`src/rtl/decoder38_scan_pkg.sv`:
```
// Shared definitions for the 3-to-8 decoder, the matching 8-to-3 encoder and
// the display/LED scan blocks.
//   - decoder index/select widths
//   - mode encodings (direct load vs. auto scan)
//   - blank patterns for active-high and active-low select lines
//   - one-hot decode helper and prescaler width helper
package decoder38_scan_pkg;

  localparam int DEC_IN_W  = 3;
  localparam int DEC_OUT_W = 8;

  typedef enum logic {
    MODE_DIRECT = 1'b0,
    MODE_SCAN   = 1'b1
  } mode_e;

  localparam logic [DEC_OUT_W-1:0] BLANK_ACTIVE_HIGH = 8'h00;
  localparam logic [DEC_OUT_W-1:0] BLANK_ACTIVE_LOW  = 8'hFF;

  // Active-high one-hot select for an index.
  function automatic logic [DEC_OUT_W-1:0] dec_onehot(input logic [DEC_IN_W-1:0] idx);
    return DEC_OUT_W'(1) << idx;
  endfunction

  // Counter width for a divide-by-div prescaler; never narrower than 1 bit.
  function automatic int cnt_width(input int unsigned div);
    if (div <= 1) return 1;
    return $clog2(div);
  endfunction

endpackage

```
`src/rtl/decoder38_scan_tick_gen.sv`:
```
// tick_gen: free-running prescaler producing a one-cycle terminal-count tick.
//   clk   : system clock, rising edge
//   rst   : synchronous active-high reset, counter to 0
//   iClr  : synchronous clear, counter to 0 (overrides iRun, no tick)
//   iRun  : count enable; when low the counter is frozen
//   oTick : high while running and the counter sits at DIV-1
module tick_gen
  import decoder38_scan_pkg::*;
#(
  parameter int unsigned DIV = 100000
) (
  input  logic clk,
  input  logic rst,
  input  logic iClr,
  input  logic iRun,
  output logic oTick
);

  localparam int CNT_W = cnt_width(DIV);
  // Terminal value at full counter width; DIV-1 always fits in CNT_W bits.
  localparam logic [CNT_W-1:0] TERM = CNT_W'(DIV - 1);

  logic [CNT_W-1:0] cnt_q, cnt_d;
  logic             term;

  assign term  = (cnt_q == TERM);
  assign oTick = iRun & ~iClr & term;

  always_comb begin
    cnt_d = cnt_q;
    if (iClr) begin
      cnt_d = '0;
    end else if (iRun) begin
      cnt_d = term ? '0 : cnt_q + CNT_W'(1);
    end
  end

  always_ff @(posedge clk) begin
    if (rst) begin
      cnt_q <= '0;
    end else begin
      cnt_q <= cnt_d;
    end
  end

endmodule

```
`src/rtl/decoder38_scan.sv`:
```
// decoder38_scan: registered 3-to-8 one-hot decoder with direct-load and
// prescaled auto-scan modes (digit/row strobe for display and LED scanning).
//   clk    : system clock, rising edge
//   rst    : synchronous active-high reset
//   iEn    : output enable; 0 blanks oData and freezes scanning
//   iMode  : 0 = direct, 1 = scan
//   iValid : one-cycle load strobe for iData
//   iData  : index to load
//   oData  : registered one-hot select (inverted when ACTIVE_LOW=1)
//   oIndex : current registered index
//   oStep  : one-cycle pulse after each scan advance
module decoder38_scan
  import decoder38_scan_pkg::*;
#(
  parameter int unsigned DIV        = 100000,
  parameter bit          ACTIVE_LOW = 1'b0
) (
  input  logic                 clk,
  input  logic                 rst,
  input  logic                 iEn,
  input  logic                 iMode,
  input  logic                 iValid,
  input  logic [DEC_IN_W-1:0]  iData,
  output logic [DEC_OUT_W-1:0] oData,
  output logic [DEC_IN_W-1:0]  oIndex,
  output logic                 oStep
);

  localparam logic [DEC_OUT_W-1:0] POL_MASK = ACTIVE_LOW ? BLANK_ACTIVE_LOW : BLANK_ACTIVE_HIGH;

  mode_e                mode_q;
  mode_e                mode_in;
  logic [DEC_IN_W-1:0]  index_q, index_d;
  logic [DEC_OUT_W-1:0] data_q, data_d;
  logic                 step_q;
  logic                 mode_chg;
  logic                 pre_clr;
  logic                 pre_run;
  logic                 tick;

  assign mode_in  = mode_e'(iMode);
  assign mode_chg = (mode_in != mode_q);

  // The prescaler restarts on a mode change or a load (a load beats a
  // simultaneous terminal count), and is parked at 0 in direct mode.
  assign pre_clr = mode_chg | iValid | (mode_in == MODE_DIRECT);
  assign pre_run = iEn & (mode_in == MODE_SCAN);

  tick_gen #(
    .DIV (DIV)
  ) u_tick (
    .clk   (clk),
    .rst   (rst),
    .iClr  (pre_clr),
    .iRun  (pre_run),
    .oTick (tick)
  );

  always_comb begin
    index_d = index_q;
    if (iValid) begin
      index_d = iData;
    end else if (tick) begin
      index_d = index_q + DEC_IN_W'(1);
    end
    // Decode the next index so the select changes on the same edge as oIndex.
    data_d = iEn ? (dec_onehot(index_d) ^ POL_MASK) : POL_MASK;
  end

  always_ff @(posedge clk) begin
    if (rst) begin
      index_q <= '0;
      data_q  <= POL_MASK;
      step_q  <= 1'b0;
      // Track the live mode through reset so releasing reset never looks
      // like a mode change and delays the first scan step.
      mode_q  <= mode_in;
    end else begin
      index_q <= index_d;
      data_q  <= data_d;
      step_q  <= tick;
      mode_q  <= mode_in;
    end
  end

  assign oData  = data_q;
  assign oIndex = index_q;
  assign oStep  = step_q;

endmodule

```
`config.mk`:
```
export PLATFORM = sky130hd
export DESIGN_NAME = decoder38_scan
export DESIGN_NICKNAME = d
export VERILOG_FILES = /design/src/rtl/decoder38_scan_pkg.sv /design/src/rtl/decoder38_scan_tick_gen.sv /design/src/rtl/decoder38_scan.sv
export SDC_FILE = /design/constraint.sdc
export NUM_CORES = 1
export LEC_CHECK = 0
export CORE_UTILIZATION = 55
export DETAILED_ROUTE_END_ITERATION = 7
export GPL_TIMING_DRIVEN = 0
export PLACE_DENSITY = 0.79
export SYNTH_ARGS = -nofsm -noshare
export SYNTH_HDL_FRONTEND = slang
export SYNTH_SLANG_ARGS = --single-unit
```
`constraint.sdc`:
```
create_clock -name clk -period 4.2 [get_ports clk]
set_input_delay 0.84 -clock clk [delete_from_list [all_inputs] [get_ports clk]]
set_output_delay 0.84 -clock clk [all_outputs]
set_load 0.05 [all_outputs]
```
==> flow_summary.toml <==
[die]
ios = 20
initial_core_util_pct = 59.3
core_area_um2 = 2230
core.rowCount = 17
die_y_um = 51.1
fp.dieW_um = 51.1
dieArea_um2 = 2610

[synth]
synthTopCellsByCount = "dfxtp_1, nor2_1, nand2_1"
yosysMostFrequentCell = "dfxtp_1"
synth_area_um2 = 1330
yosysTopAreaCell = "dfxtp_1"
yosys-top-cells-area = "dfxtp_1, nor2_1, xnor2_1"
avgSynthCellArea_um2 = 9.40
async_reset_ff_share_pct = 0
ys_ff_latch = 30
ys_types = 34
ys.flop_type = "dfxtp_1"
synth_edf_count = 0
ys_seq_area_share_pct = 45.3
yosys.area.top_type_share_pct = 45.3
ys_warn_count = 0
synth_fp_nets = 151
syn_inst = 141

[sta]
rsz0062_at_grt = "false"
hold_violations = 0
clock_skew_ns = 0.0142
layout_setup_ws_ns = 1.79
setup_tns_ns = 0
max_freq_ghz = 0.415
fin_crit_sh_pct = 57.3
drv_slew = 0
finalSetupViolCount = 0
tightest_slew_ns = 0.502
period_minus_slack_ns = 2.41
slew_headroom_pct = 66.4

[critical_path]
critical_path_arrival_ns = 2.66
crit_path_start_kind = "input pin"
crit_fanout = 8
crit_chain = "clkdlybuf4s50_1, nand4b_2, o21ai_0, o21ai_0, or3_1, nor3_1"
end_kind = "flop"
cpMaxStageDelayCell = "clkdlybuf4s50_1"
cpMostUsedCell = "o21ai_0"
path_buf_inv = 1
r2r_cells = 6
r2r_end = "oData[2]"
worst-setup-path-type = "in -> reg"
cp_top_family = "simple AND/OR/NAND/NOR gates"
r2r-start = "u_tick.cnt_q[0]"
r2r_slack_ns = 2.35
crit_required_ns = 4.45
cpPeakStageDelay_ns = 0.61

[route]
finalWirelength_mm = 2.63
post_drt_via_cell_ratio = 5.56
wl_met1_mm = 1.24
top_layer_used = "met4"
drtIter0Drc = 35
drc = 0
vias = 1089
avgRoutedWirePerCell_um = 13.4
first_pass_iters = 4
dr_wl_met2_mm = 1.22
drtAntennaViolNets = 0
routed-wl-met3_um = 108

[cts]
clk_latency_ns = 0.33
clock_sinks = 30
cts_setup_buffers = 0
numCtsBuffers = 5
holdBufCountCts = 0
cts_tree = "yes"
post_cts_resize_count = 0
htreeDepth = 2
clock_path_buffers = 2
clockRootBuffer = "clkbuf_4"
cts.clk_slew.worst_paths_ns = 0.09

[grt]
grtUsageTotal_pct = 24.1
antenna_found_initial = 0
grt_pass1_wl_mm = 4.44
overflow = 0
grt_start_max_net_pins = 11
grt_pass1_vias = 1029

[placed_design]
dp_worst_setup_slack_ns = 1.48
io_buffers = 19
dp_hpwl_mm = 1.91
place_congestion = 0.868

[min_path]
holdPathStages = 2
hold_class = "reg -> reg"
hold_end = "u_tick.cnt_q[1]"
holdCritStartpoint = "u_tick.cnt_q[1]"

[cells_and_area]
antenna_cells = 0
drive_above_1_share_pct = 10.1
synthToLayoutAreaGrowth_pct = 22.9
utilization_pct = 72.9
n_fill_cell = 181
seq_area_um2 = 601
multi_input_area_um2 = 704
fin_nets = 177

[power]
p_leak_nw = 0.557
p_per_area_nw_per_um2 = 345
ir_drop_mv = 0.289

[status]
status = "complete, no violations"

[run]
cap_violations = 0
[state kept, by name, indices dropped and copies added (netlist names)]
signal and count:
oIndex 3, oData 8, u_tick.cnt_q 17, oStep 1, mode_q 1
[kinds of logic after synthesis]
group,Yosys count,share of synthesized area (%)
adder cells (fa/ha/maj),2,1.89
flip-flops,30,45.3
AND/OR/NAND/NOR,75,32.7
buffers and inverters,5,1.51
AO/OA/AOI/OAI,11,6.42
multiplexers,2,1.61
XOR/XNOR,16,10.6
[tightest hold or removal path, stage by stage (launching register included)]
cell	delay, ns
dfxtp_1	0.33
nand2_1	0.06
a21oi_1	0.06
[how the worst max path moves through the flow]
stage | startpoint | end | cells after the start
detailed placement | iEn | oData[3] | 6
floorplan | iValid | oData[5] | 5
global route | iMode | oData[3] | 6
global placement | iEn | oData[0] | 6
finish | iEn | oData[2] | 6
CTS | oIndex[0] | oIndex[0] | 1
[cell type report]
cell class	instances	area share, %
multi-input cells	106	43.2
flip-flops and latches	30	36.9
repair buffers	19	11.7
clock buffers	8	4.84
well taps	28	2.15
inverters	3	0.691
plain buffers	2	0.538
[metrics by stage]
stage | hold WS (ns) | instances | instance area [um2] | power (W)
after floorplan | 0.449 | 141 | 1330 | 0.000332
after global placement | 0.460 | 188 | 1550 | 0.000353
after detailed placement | 0.489 | 188 | 1550 | 0.000354
after CTS | 0.502 | 196 | 1630 | 0.000570
after global routing | 0.514 | 196 | 1630 | 0.000585
final | 0.491 | 196 | 1630 | 0.000562
[report_power, final]
group | switching [W] | internal, W
clock network | 0.0000992 | 0.000114
registers | 0.00000297 | 0.000289
logic | 0.0000342 | 0.0000220
[layout by cell type (no fill, tap or decap), drive strengths merged, types with 2 or more instances in the layout]
| master | count |
|---|---|
| nand4 | 7 |
| inv | 3 |
| ha | 2 |
| dfxtp | 30 |
| nor3 | 9 |
| xnor2 | 8 |
| and4 | 6 |
| clkdlybuf4s50 | 19 |
| nand2b | 2 |
| xor2 | 8 |
| and4bb | 2 |
| o21ai | 3 |
| and3 | 2 |
| clkbuf | 9 |
| or3 | 2 |
| nor2 | 23 |
| nand2 | 11 |
| nand3 | 5 |
[layer usage]
metal / vias up / track usage, %
met2: 24 / 37.5
li1: 552 / -
met1: 507 / 27.9
met3: 6 / 8.04
met4: 0 / 16.2
met5: - / 0
No activity file was read; power rests on OpenSTA's default activity.
